**config.mk**
```make
export PLATFORM = sky130hd
export DESIGN_NAME = riscv_v_twos_comp_sel
export DESIGN_NICKNAME = d
export VERILOG_FILES = /design/src/rtl/riscv_v_twos_comp_sel.sv
export SDC_FILE = /design/constraint.sdc
export NUM_CORES = 1
export LEC_CHECK = 0
export ABC_AREA = 0
export BUFFER_PORTS_ARGS = -buffer_cell sky130_fd_sc_hd__buf_2
export CELL_PAD_IN_SITES_DETAIL_PLACEMENT = 2
export CELL_PAD_IN_SITES_GLOBAL_PLACEMENT = 2
export CORE_MARGIN = 5
export CORE_UTILIZATION = 29
export DETAILED_ROUTE_END_ITERATION = 10
export PLACE_DENSITY = 0.86
export SETUP_SLACK_MARGIN = 0.1
export SLEW_MARGIN = 30
export SYNTH_ARGS = -nofsm -noshare
export SYNTH_HDL_FRONTEND = slang
export SYNTH_SLANG_ARGS = --single-unit
```
**constraint.sdc**
```tcl
create_clock -name clk -period 17.2 [get_ports clk]
set_input_delay 2.58 -clock clk [delete_from_list [all_inputs] [get_ports clk]]
set_output_delay 2.58 -clock clk [all_outputs]
set_load 0.05 [all_outputs]
```
**src/rtl/riscv_v_twos_comp_sel.sv**
```systemverilog
// Registered, lane-selectable two's-complement unit: blocks are grouped into elements by
// osize_vector/merge and each element is negated on request. Optional RISCV_V_TWOS_COMP_OVF_EN adds out_ovf.
module riscv_v_twos_comp_sel #(
  parameter int DATA_WIDTH  = 128,
  parameter int BLOCK_WIDTH = 8,
  parameter int NUM_OSIZES  = 4
) (
  input  logic                                clk,
  input  logic                                rst,
  input  logic                                in_valid,
  input  logic [DATA_WIDTH-1:0]               in,
  input  logic [DATA_WIDTH/BLOCK_WIDTH-1:0]   complement,
  input  logic [NUM_OSIZES-1:0]               osize_vector,
  input  logic [DATA_WIDTH/BLOCK_WIDTH-2:0]   merge,
  output logic                                out_valid,
  output logic [DATA_WIDTH-1:0]               out
`ifdef RISCV_V_TWOS_COMP_OVF_EN
  ,
  output logic [DATA_WIDTH/BLOCK_WIDTH-1:0]   out_ovf
`endif
);

  localparam int NUM_BLOCKS = DATA_WIDTH / BLOCK_WIDTH;

  // Interface: in_valid qualifies in/complement/osize_vector/merge on a rising edge; out_valid
  // marks out one cycle later. There is no ready: every valid input is accepted.

  int                    k;
  logic [NUM_BLOCKS-2:0] brk;
  logic [NUM_BLOCKS-1:0] first_blk;
  logic [NUM_BLOCKS-1:0] last_blk;

  // Lowest set osize bit wins; all-zero falls back to single-block elements.
  always_comb begin
    k = 0;
    for (int s = NUM_OSIZES - 1; s >= 0; s--) begin
      if (osize_vector[s]) k = s;
    end
    brk = '0;
    for (int i = 0; i < NUM_BLOCKS - 1; i++) begin
      brk[i] = (((i + 1) & ((1 << k) - 1)) == 0) && !merge[i];
    end
  end

  assign first_blk = {brk, 1'b1};
  assign last_blk  = {1'b1, brk};

  logic [DATA_WIDTH-1:0]  result;
  logic                   neg;
  logic                   carry;
  logic [BLOCK_WIDTH-1:0] blk;
  logic [BLOCK_WIDTH-1:0] opnd;
  logic [BLOCK_WIDTH:0]   sum;
`ifdef RISCV_V_TWOS_COMP_OVF_EN
  localparam int IDXW = (NUM_BLOCKS > 1) ? $clog2(NUM_BLOCKS) : 1;
  localparam logic [BLOCK_WIDTH-1:0] MOST_NEG = {1'b1, {(BLOCK_WIDTH-1){1'b0}}};
  logic [NUM_BLOCKS-1:0]  ovf;
  logic [IDXW-1:0]        start;
  logic                   low_zero;
`endif

  // The +1 is injected at each element's first block and the carry is cut at element ends.
  always_comb begin
    result = '0;
    neg    = 1'b0;
    carry  = 1'b0;
    blk    = '0;
    opnd   = '0;
    sum    = '0;
`ifdef RISCV_V_TWOS_COMP_OVF_EN
    ovf      = '0;
    start    = '0;
    low_zero = 1'b1;
`endif
    for (int i = 0; i < NUM_BLOCKS; i++) begin
      if (first_blk[i]) begin
        neg   = complement[i];
        carry = complement[i];
`ifdef RISCV_V_TWOS_COMP_OVF_EN
        start    = IDXW'(i);
        low_zero = 1'b1;
`endif
      end
      blk   = in[i*BLOCK_WIDTH +: BLOCK_WIDTH];
      opnd  = neg ? ~blk : blk;
      sum   = {1'b0, opnd} + {{BLOCK_WIDTH{1'b0}}, carry};
      result[i*BLOCK_WIDTH +: BLOCK_WIDTH] = sum[BLOCK_WIDTH-1:0];
      carry = sum[BLOCK_WIDTH];
`ifdef RISCV_V_TWOS_COMP_OVF_EN
      // Most-negative element: top block is 100..0 and every lower block is zero.
      if (last_blk[i] && neg && low_zero && (blk == MOST_NEG)) ovf[start] = 1'b1;
      low_zero = low_zero && (blk == '0);
`endif
    end
  end

  always_ff @(posedge clk) begin
    if (rst) begin
      out_valid <= 1'b0;
      out       <= '0;
`ifdef RISCV_V_TWOS_COMP_OVF_EN
      out_ovf   <= '0;
`endif
    end else begin
      out_valid <= in_valid;
      if (in_valid) begin
        out     <= result;
`ifdef RISCV_V_TWOS_COMP_OVF_EN
        out_ovf <= ovf;
`endif
      end
    end
  end

endmodule

```
Word level (Yosys, flattened, before mapping)
Index checks and enable logic that the tools add are counted.

Eq/ne operators: 0. Multiply operators: 0. Div/mod/pow operators: 0. $add $sub $neg: 17. Reductions and logical operators: 45. Muxes and demuxes: 50. Shift-type cells: 1. Bitwise operators: 16. Magnitude comparators: 0.

Operators by type and width (number): zero test 32 bit (15); adder 8 x 1 -> 9 bit (15); 2-to-1 mux 8 bit (16); NOT 8 bit (16); 2-to-1 mux 1 bit (30); logical AND 1 bit (15); zero test 1 bit (15); adder 8 x 1 -> 8 bit (1); 2-to-1 mux 2 bit (4); left shift 1 x 2 -> 4 bit (first input constant) (1); subtractor 4 x 2 -> 4 bit (second input constant) (1).

Bits in read-only memories: 0. Memories: 0. Output and inout port bits: 129. Logic and storage cells: 131. Register bits: 129. Input port bits: 166. Memory bits (writable): 0. Latch bits: 0.

Longest topological paths before layout
Gate-level depths: netlist of run 1.

Word-level depth: 39. Mapped depth: 68. Mapped depth without buffers: 68.

Worst setup path after synthesis of run 1
OpenSTA, ideal clock, no wires.

Path kind: input to register. Start point: input osize_vector[2]. End point: register out[127]. Stages on the path: 66. Required time: 17.063 ns. Buffers on the path: 1. Arrival time: 15.633 ns. Setup slack: 1.430 ns. Library setup time: 0.137 ns. Cells stage by stage: or4_1 > o211ai_1 > and2_1 > buf_1 > xnor2_1 > ha_1 > ha_1 > o21ai_0 > a21oi_1 > mux2_2 > ha_1 > ha_1 > nand2_1 > o31ai_1 > ha_1 > ha_1 > nand2_1 > o21ai_0 > [30 not listed] > ha_1 > ha_1 > o21ai_1 > o31ai_1 > ha_1 > ha_1 > nand2_1 > o31ai_1 > ha_1 > ha_1 > o2111ai_1 > nand2_1 > ha_1 > nor2b_1 > or4b_2 > nor2_1 > o21a_1 > o221ai_1.

Word-level cells in the longest chain between the ends: 38. Elaborated cells on any way between the ends: 95. Classes of those cells: 16 x add/sub; 1 x shift; 48 x mux; 30 x reduce/logical.

RTL lines: start: declaration (line 13) `input logic [NUM_OSIZES-1:0] osize_vector,`; 2-to-1 mux 2 bit (*) (3 in a row) (line 37) `if (osize_vector[s]) k = s;`; left shift 1 x 2 -> 4 bit (*) (line 41) `brk[i] = (((i + 1) & ((1 << k) - 1)) == 0) && !merge[i];`; subtractor 4 x 2 -> 4 bit (*) (line 41); zero test 32 bit (line 41); logical AND 1 bit (line 41); 2-to-1 mux 1 bit (line 76) `if (first_blk[i]) begin`; 2-to-1 mux 8 bit (line 85) `opnd = neg ? ~blk : blk;`; adder 8 x 1 -> 9 bit (line 86) `sum = {1'b0, opnd} + {{BLOCK_WIDTH{1'b0}}, carry};`; [20 not listed]; 2-to-1 mux 1 bit (line 76); adder 8 x 1 -> 9 bit (line 86); 2-to-1 mux 1 bit (line 76); adder 8 x 1 -> 9 bit (line 86); 2-to-1 mux 1 bit (line 76); adder 8 x 1 -> 9 bit (line 86); 2-to-1 mux 1 bit (line 76); adder 8 x 1 -> 8 bit (*) (line 86); end signal: assignment (line 107) `out <= result;`; end: declaration (line 16) `output logic [DATA_WIDTH-1:0] out`.

Every way passes the cells marked *; elsewhere a longest branch is shown, timed or not. A chain may end at the register's enable or synchronous reset.

Worst setup path after layout of run 1
Start point: input in[4]. End point: register out[127].

Word-level cells in the longest chain between the ends: 33.

RTL lines: start: declaration (line 11) `input logic [DATA_WIDTH-1:0] in,`; NOT 8 bit (line 85); 2-to-1 mux 8 bit (*) (line 85); adder 8 x 1 -> 9 bit (*) (line 86); 2-to-1 mux 1 bit (*) (line 76); adder 8 x 1 -> 9 bit (*) (line 86); 2-to-1 mux 1 bit (*) (line 76); adder 8 x 1 -> 9 bit (*) (line 86); 2-to-1 mux 1 bit (*) (line 76); [17 not listed]; 2-to-1 mux 1 bit (*) (line 76); adder 8 x 1 -> 9 bit (*) (line 86); 2-to-1 mux 1 bit (*) (line 76); adder 8 x 1 -> 9 bit (*) (line 86); 2-to-1 mux 1 bit (*) (line 76); adder 8 x 1 -> 9 bit (*) (line 86); 2-to-1 mux 1 bit (*) (line 76); adder 8 x 1 -> 8 bit (*) (line 86).

Marked as above.

==> results of run 1 <==
==> cell families after synthesis <==
logic type      count (synthesis)  synth area share
buf+inv                        98            0.0418
flops                         129             0.268
simple gates                  461             0.235
xor+xnor                      132             0.120
compound gates                315             0.225
mux                            66            0.0694
fa+ha+maj                      32            0.0415
==> where the power goes <==
part,internal [mW],total [mW],switching [mW]
combinational,0.138,0.435,0.297
sequential,0.330,0.349,0.0182
clock,0.206,0.360,0.154
total,0.675,1.14,0.469
==> synthesized netlist by cell type (all sizes together), types with 8 or more instances <==
cell type    n
xor2        33
ha          32
a22oi       10
buf         24
nor2       151
or3         30
dfxtp      129
nand4       21
nor3        26
o21ai       58
o22ai       11
inv         27
nand3       21
nor2b        9
a31oi       16
o31ai       14
a211oi      41
a311oi      11
o211ai      11
mux2i       62
and3        19
clkbuf      47
xnor2       99
nand2      110
nand3b       8
or4         11
o221ai       8
a21o        12
nand2b      19
a21oi       71
==> cell type report <==
cell class / instances / area, um2 / share of cell area
antenna: 9 / 22.5 / 0.00185
clock buffer: 19 / 453 / 0.0371
clock inverter: 13 / 113 / 0.00923
inverter: 27 / 101 / 0.00831
multi-input combinational: 1006 / 6760 / 0.554
sequential: 129 / 2580 / 0.212
tap: 442 / 553 / 0.0453
timing repair buffer: 312 / 1620 / 0.132
==> flip-flops by register name, indices dropped and copies added, names as in the netlist <==
signal     count
out          128
out_valid      1
==> worst min-delay path by stage <==
stage,slack (ns),from,endpoint,cells after the start
after floorplan,0.69,out[75],out[75],2
after global placement,0.45,out[76],out[76],2
after detailed placement,0.46,out[77],out[77],2
after CTS,0.47,out[77],out[77],2
after global routing,0.50,out[61],out[61],2
final,0.46,out[76],out[76],2
==> layer usage <==
metal | vias to the layer above | wire length (um)
met2 | 247 | 21400
met4 | 18 | 1090
met3 | 70 | 2460
met1 | 5256 | 17800
li1 | 5012 | -
met5 | - | 110
==> critical path: cells and delay by family <==
family | cells | cell delay, ns
adder cells (fa/ha/maj) | 29 | 6.83
multiplexers | 1 | 0.17
AO/OA/AOI/OAI | 24 | 4.36
buffers and inverters | 1 | 0.12
AND/OR/NAND/NOR | 11 | 2.48
==> through the flow <==
step	power, mW	TNS, ns	instances	hold slack (ns)	cell area [um2]
after CTS	1.15	0	1946	0.467	12100
final	1.14	0	1957	0.465	12200
after detailed placement	0.784	-1.83	1914	0.459	11500
after global placement	0.769	0	1914	0.451	11500
after floorplan	0.651	0	1233	0.686	9650
after global routing	1.20	-0.0531	1956	0.497	12200
==> timing repair <==
item	4_1_cts	5_1_grt
hold buffers	0	0
gates cloned	0	0
setup endpoints to repair	3	8
resized for setup	7	24
setup buffers	0	2
pin swaps	0	4
==> metrics.yaml, run 1 <==
ant_nets: 0
root_buffer: "clkbuf_16"
dp_slack_ns: -0.658
ys_seq_area_frac: 0.268
layout_common_cells: "buf_2 (292), nor2_1 (150), dfxtp_1 (129)"
worst_setup_path_start_kind: "input port"
cp_slowest_cell: "or4b_2"
htreeDepth: 4
critical_path.endpoint_type: "register"
ff2ff_path_depth: 3
critPathLaunch: "in[4]"
fmax_ghz: 0.0616
grt_max_degree: 72
syn_to_final_growth_pct: 26.4
finClkSkew_ns: 0
netlist_area_mm2: 0.00965
die_w_um: 192
met1_usage: 0.262
vdd_drop_max_mv: 0.0680
synthFlopType: "dfxtp_1"
fin_crit_ns: 16.24
antenna_found_initial: 16
grt_overflow: 0
start_util: 0.295
crit_end: "out[127]"
r2r_end: "out[79]"
syn_inst: 1233
numCtsBuffers: 17
yosysTopAreaCell: "dfxtp_1"
final_common_cell: "buf_2"
clk_latency_ns: 0.45
setup_viol: 0
synth.distinct_cells: 80
drt-total-wl_um: 42900
post-route-util: 0.373
cp_common_cell: "ha_2"
cp_max_fo: 6
grt_first_pass_wirelength_um: 64800
max_stage_delay_ns: 0.69
syn_area_per_cell_um2: 7.82
ctsLongestPathBuffers: 2
worst_pin_slew_ns: 0.857
fin_ws_ns: 0.960
r2r_setup_slack_ns: 16.27
via_per_inst: 5.42
drt-initial-drc-count: 403
async_flop_share: 0
fillers: 3884
critical_path_class: "input port to register"
ys_ff_latch: 129
yosys.area.top_type_share: 0.268
cellLeakagePower_nw: 5.22
arrival_ns: 16.54
clock_sink_count: 129
worst_ep_required_time_ns: 17.50
dp_hpwl_um: 33100
hp-class: "register to register"
maxCapViolations: 0
drcViolationCount: 0
portBuffers: 294
drt_pass1_iterations: 4
post_drt_wl_per_cell_um: 21.9
p_per_area_mw_per_mm2: 93.8
die_area_mm2: 0.0370
slew_headroom: 0.424
synth_edf_count: 0
row_count: 66
path_clk_slew_ns: 0.06
grt_use_met3: 0.0525
use_met2: 0.397
ys_warn_count: 0
finalHoldViolCount: 0
slew_viol_final: 0
coreArea_mm2: 0.0327
place.gp.congestion: 0.890
ys_top_cells_by_area: "dfxtp_1 (27%), xnor2_1 (9.0%), mux2i_1 (6.3%), nor2_1 (5.8%), nand2_1 (4.3%)"
die_height_um: 192
layout.nets: 1691
num_io_pins: 295
synth_nets: 1431
period_share: 0.944
grt_pass1_vias: 11500
r2r_start: "out[79]"
top_usage_layer: "met2"
outcome: "finished, final reports clean"
cts_tree: "yes"
vias: 10600
grt_usage: 0.224
layout-drive-gt1-share: 0.266
No activity file was read; power rests on OpenSTA's default activity.
==> run 2: changes to the inputs <==
--- a/config.mk
+++ b/config.mk
@@ -12,7 +12,8 @@
 export CORE_MARGIN = 5
 export CORE_UTILIZATION = 29
 export DETAILED_ROUTE_END_ITERATION = 10
-export PLACE_DENSITY = 0.86
+export PLACE_DENSITY = 0.8
+export REMOVE_ABC_BUFFERS = 1
 export SETUP_SLACK_MARGIN = 0.1
 export SLEW_MARGIN = 30
 export SYNTH_ARGS = -nofsm -noshare
==> run 2 against run 1 <==
Register-to-register slack got worse by 0.06 ns. Clock power up 3%. Sequential cell count did not move. Setup slack better by 0.047 ns. Clock skew unchanged.
==> metrics.yaml, run 2 (same netlist as run 1, synthesis figures left out) <==
root_buffer: "clkbuf_16"
ant_nets: 0  # unchanged
post_drt_wl_per_cell_um: 21.1  # -3.9%
postLayoutCellArea_mm2: 0.0123  # +0.82%
vias: 10500  # -0.66%
drt-initial-drc-count: 278  # -31%
outcome: "finished, final reports clean"
row_count: 66  # unchanged
finClkSkew_ns: 0  # unchanged
num_io_pins: 295  # unchanged
drt-total-wl_um: 41400  # -3.6%
critPathBufInv: 1  # unchanged
slew_headroom: 0.361  # -0.0635
clk_latency_ns: 0.44  # about the same
die_area_mm2: 0.0370  # unchanged
layout_common_cells: "buf_2 (292), nor2_1 (150), dfxtp_1 (129)"
die_w_um: 192  # unchanged
largest_reg_flops: 128  # unchanged
antenna_found_initial: 14  # -2
grt_pass1_vias: 11200  # -2.8%
place.gp.congestion: 0.863  # -3.1%
worst_ep_required_time_ns: 17.50  # about the same
syn_to_final_growth_pct: 27.5
portBuffers: 294  # unchanged
power.internal_uw: 701  # +3.9%
grt_max_degree: 62  # -14%
p_sw_uw: 450  # -4.1%
grt_usage: 0.217  # -0.00686
largest_register: "out"
max_stage_delay_ns: 0.67  # -0.02 ns
drt_pass1_iterations: 4  # unchanged
final_common_cell: "buf_2"
hp-class: "register to register"
path_clk_slew_ns: 0.06  # about the same
critPathTopFamily: "adder cells"
critical_path_class: "input port to register"
hp-start: "out[76]"
period_share: 0.941  # -0.00271
cp_slowest_cell: "or4b_2"
reg_top3: "out x128, out_valid x1"
setup_viol: 0  # unchanged
fin_ws_ns: 1.01  # +0.0467 ns
ctsLongestPathBuffers: 2  # unchanged
drcViolationCount: 0  # unchanged
dp_hpwl_um: 31200  # -5.6%
fillers: 3863  # -0.54%
cp_common_cell: "ha_2"
start_util: 0.295  # unchanged
hold_buffers: 0  # unchanged
htreeDepth: 4  # unchanged
clock_sink_count: 129  # unchanged
grt_first_pass_wirelength_um: 63000  # -2.8%
worst_setup_path_start_kind: "input port"
fin_crit_ns: 16.19  # -0.0467 ns
die_height_um: 192  # unchanged
via_per_inst: 5.37  # -0.96%
fmax_ghz: 0.0618  # +0.29%
swShare: 0.391  # -0.0192
cellLeakagePower_nw: 5.29  # +1.2%
coreArea_mm2: 0.0327  # unchanged
arrival_ns: 16.49  # -0.05 ns
numCtsBuffers: 17  # unchanged
cts_tree: "yes"
seqPwrFrac: 0.302  # -0.003
worst_pin_slew_ns: 0.952  # +0.0946 ns
cp_max_fo: 6  # unchanged
place_area_mm2: 0.0115  # +0.20%
r2r_start: "out[79]"
layout-drive-gt1-share: 0.268  # +0.00274
critical_path.endpoint_type: "register"
vdd_drop_max_mv: 0.0708  # +4.1%
layout.nets: 1699  # +0.47%
slew_viol_final: 0  # unchanged
p_per_area_mw_per_mm2: 93.5  # -0.24%
maxCapViolations: 0  # unchanged
finalHoldViolCount: 0  # unchanged
grt_overflow: 0  # unchanged
p_comb_frac: 0.374  # -0.006
dp_slack_ns: -0.806  # -0.148 ns
pwr-share-clk: 0.323  # +0.008
critPathLaunch: "in[4]"
run 2: cell types whose count changed in the layout (fill, tap and decap cells not counted), sizes merged:
cell,change
buf,+8
clkbuf,+7
clkinv,-5
clkinvlp,-3
bufinv,+1
diode,-1
inv,-1
run 2: worst min-delay path, cell delays in order, from the launching register on:
cell and delay (ns):
dfxtp_1 0.30, nand2_1 0.06, a21oi_1 0.05
run 2: area by class of cell:
type / count / area (um2) / area share
sequential: 129 / 2580 / 0.210
inverter: 27 / 101 / 0.00824
clock buffer: 26 / 509 / 0.0414
tap: 442 / 553 / 0.0450
timing repair buffer: 320 / 1680 / 0.136
antenna: 8 / 20.0 / 0.00163
multi-input combinational: 1006 / 6780 / 0.551
clock inverter: 5 / 75.1 / 0.00611
run 2: final timing paths:
kind                    to  slack (ns)  depth (start not counted)
hold reg to reg    out[76]        0.46                          2
setup reg to reg   out[79]       16.21                          3
setup / recovery  out[127]        1.01                         66
hold / removal     out[76]        0.46                          2
run 2: per-stage QoR:
step | instances | hold WS, ns | util | total power, mW | setup TNS [ns]
CTS | 1948 | 0.471 | 0.372 | 1.16 | 0
floorplan | 1162 | 0.687 | - | 0.633 | 0
global placement | 1917 | 0.452 | 0.353 | 0.767 | 0
finish | 1963 | 0.464 | 0.376 | 1.15 | 0
detailed placement | 1917 | 0.459 | 0.353 | 0.779 | -2.78
global route | 1961 | 0.492 | 0.376 | 1.21 | -0.112
run 2: timing repair:
action | in CTS | in global routing
endpoints found under the hold margin | 0 | 0
setup buffers | 0 | 7
endpoints found under the setup margin | 6 | 8
resized for setup | 13 | 20
pin swaps | 0 | 4
run 2: power by group through the flow:
| stage | sequential (mW) | clock [mW] | combinational [mW] |
|---|---|---|---|
| 2_1_floorplan | 0.460 | 0 | 0.174 |
| 3_3_place_gp | 0.353 | 0 | 0.414 |
| 3_5_place_dp | 0.354 | 0 | 0.425 |
| 4_1_cts | 0.348 | 0.383 | 0.431 |
| 5_1_grt | 0.352 | 0.394 | 0.466 |
| 6_report | 0.348 | 0.372 | 0.430 |
run 2: routing by layer:
| layer | share of wire | global-route usage | vias up | wire length (um) |
|---|---|---|---|---|
| met5 | 0.0021 | 0 | - | 88 |
| met4 | 0.016 | 0.0705 | 14 | 667 |
| met3 | 0.056 | 0.0528 | 48 | 2340 |
| met2 | 0.50 | 0.381 | 221 | 20700 |
| met1 | 0.43 | 0.259 | 5231 | 17600 |
| li1 | - | - | 5019 | - |
==> run 3: changes to the inputs <==
--- a/config.mk
+++ b/config.mk
@@ -10,11 +10,13 @@
 export CELL_PAD_IN_SITES_DETAIL_PLACEMENT = 2
 export CELL_PAD_IN_SITES_GLOBAL_PLACEMENT = 2
 export CORE_MARGIN = 5
-export CORE_UTILIZATION = 29
+export CORE_UTILIZATION = 30
 export DETAILED_ROUTE_END_ITERATION = 10
-export PLACE_DENSITY = 0.8
+export GPL_TIMING_DRIVEN = 0
+export PLACE_DENSITY = 0.82
 export REMOVE_ABC_BUFFERS = 1
 export SETUP_SLACK_MARGIN = 0.1
+export SKIP_CTS_REPAIR_TIMING = 1
 export SLEW_MARGIN = 30
 export SYNTH_ARGS = -nofsm -noshare
 export SYNTH_HDL_FRONTEND = slang
==> constraint.sdc (replaced) <==
create_clock -name clk -period 20 [get_ports clk]
set_input_delay 3 -clock clk [delete_from_list [all_inputs] [get_ports clk]]
set_output_delay 3 -clock clk [all_outputs]
set_load 0.05 [all_outputs]
==> run 3 against run 2 <==
Final cell count is 3.2% lower. Sequential cell count unchanged. Clock-buffer cell count is 3 lower. Clock power decreased by 18%. Critical endpoint unchanged. Highest routed layer unchanged.
==> metrics.yaml, run 3 (same netlist as run 1, synthesis figures left out) <==
outcome: "finished, final reports clean"
coreArea_mm2: 0.0316  # -3.3%
portBuffers: 294  # unchanged
max_stage_delay_ns: 0.65  # -0.02 ns
period_share: 0.931
drt_pass1_iterations: 4  # unchanged
num_io_pins: 295  # unchanged
hold_slack_ns: 0.465  # +0.000668 ns
cellLeakagePower_nw: 5.19  # -1.8%
layout.nets: 1676  # -1.4%
die_area_mm2: 0.0358  # -3.2%
grt_usage: 0.215  # -0.00188
worst_ep_required_time_ns: 20.30  # +2.80 ns
cp_slowest_cell: "or4b_2"
grt_pass1_vias: 11300  # +1.3%
hp-class: "register to register"
grt_max_degree: 85  # +37%
maxCapViolations: 0  # unchanged
worst_pin_slew_ns: 0.895  # -0.0564 ns
via_per_inst: 5.48  # +2.2%
power.internal_uw: 574  # -18%
seqPwrFrac: 0.309  # +0.007
postLayoutCellArea_mm2: 0.0121  # -1.7%
dp_slack_ns: -0.320  # +0.486 ns
largest_reg_flops: 128  # unchanged
start_util: 0.305  # +0.00993
finalHoldViolCount: 0  # unchanged
place_area_mm2: 0.0115  # -0.65%
cp_common_cell: "ha_1"
fin_crit_ns: 18.61
drt-initial-drc-count: 299  # +7.6%
antenna_found_initial: 12  # -2
drt-total-wl_um: 39500  # -4.5%
grt_first_pass_wirelength_um: 62100  # -1.4%
ant_nets: 0  # unchanged
crit_end: "out[127]"
arrival_ns: 18.91  # +2.42 ns
stdcell_count: 1900  # -3.2%
p_per_area_mw_per_mm2: 79.8  # -15%
r2r_end: "out[79]"
root_buffer: "clkbuf_16"
numCtsBuffers: 17  # unchanged
fillers: 3746  # -3.0%
swShare: 0.404  # +0.0136
htreeDepth: 4  # unchanged
clk_latency_ns: 0.43  # about the same
cp_max_fo: 14  # +8
critical_path_class: "input port to register"
rsz0062_at_grt: "no"
critical_path.endpoint_type: "register"
die_w_um: 189  # -1.6%
dp_hpwl_um: 30100  # -3.8%
ctsLongestPathBuffers: 2  # unchanged
largest_register: "out"
vias: 10400  # -1.1%
multi_input_area_mm2: 0.00676  # -0.31%
fin_ws_ns: 1.39  # +0.383 ns
reg_top3: "out x128, out_valid x1"
cts_tree: "yes"
vdd_drop_max_mv: 0.0605  # -15%
slew_viol_final: 0  # unchanged
finalPower_uw: 965  # -16%
pwr-share-clk: 0.316  # -0.007
critPathLaunch: "osize_vector[2]"
setup_viol: 0  # unchanged
finClkSkew_ns: 0  # unchanged
die_height_um: 189  # -1.6%
p_sw_uw: 390  # -13%
syn_to_final_growth_pct: 25.3
grt_overflow: 0  # unchanged
final_common_cell: "buf_2"
slew_headroom: 0.391  # +0.0307
post_drt_wl_per_cell_um: 20.8  # -1.4%
drcViolationCount: 0  # unchanged
clock_sink_count: 129  # unchanged
place.gp.congestion: 0.792  # -8.2%
worst_setup_path_start_kind: "input port"
r2r_setup_slack_ns: 19.06  # +2.85 ns
row_count: 65  # -1.5%
regArea_mm2: 0.00258  # unchanged
dp_cells: 1861  # -2.9%
r2r_start: "out[79]"
ff2ff_path_depth: 3  # unchanged
layout_common_cells: "buf_2 (291), nor2_1 (149), dfxtp_1 (129)"
p_comb_frac: 0.375  # about the same
layout-drive-gt1-share: 0.254  # -0.0141
path_clk_slew_ns: 0.06  # about the same
fmax_ghz: 0.0537
[run 3: power by group through the flow]
stage                     logic [mW]  registers (mW)  clock network [mW]
after CTS                      0.365           0.298               0.316
final                          0.362           0.298               0.304
after global routing           0.393           0.302               0.327
after detailed placement       0.362           0.304                   0
after global placement         0.350           0.302                   0
after floorplan                0.149           0.395                   0
[run 3: area by class of cell]
| type | instances | share of cell area |
|---|---|---|
| Antenna cell | 7 | 0.00145 |
| Clock buffer | 23 | 0.0412 |
| Clock inverter | 9 | 0.00466 |
| Inverter | 27 | 0.00859 |
| Multi-Input combinational cell | 1006 | 0.559 |
| Sequential cell | 129 | 0.214 |
| Tap cell | 402 | 0.0416 |
| Timing Repair Buffer | 297 | 0.129 |
[run 3: metal layers]
metal	global-route usage	up-vias	routed length, um	part of all wire
met5	0	-	59	0.0015
met4	0.0554	12	624	0.016
met3	0.0612	49	2100	0.053
met2	0.389	222	19900	0.50
met1	0.250	5147	16800	0.43
li1	-	4986	-	-
[run 3: worst min-delay path by stage]
stage	cells past startpoint	from	end	slack (ns)
floorplan	2	out[61]	out[61]	0.69
global placement	2	out[61]	out[61]	0.45
detailed placement	2	out[77]	out[77]	0.46
CTS	2	out[77]	out[77]	0.47
global route	2	out[63]	out[63]	0.50
finish	2	out[77]	out[77]	0.46
[run 3: per-stage QoR]
stage	setup TNS, ns	util
3_5_place_dp	-0.823	0.362
5_1_grt	0	0.382
6_report	0	0.382
2_1_floorplan	0	-
3_3_place_gp	0	0.358
4_1_cts	-0.0349	0.380
[run 3: worst max-delay path: cells and delay by family]
family | cells | cell delay (ns)
compound gates | 23 | 4.96
fa+ha+maj | 29 | 7.65
simple gates | 11 | 2.82
xor+xnor | 1 | 0.14
mux | 1 | 0.20
buf+inv | 1 | 0.14
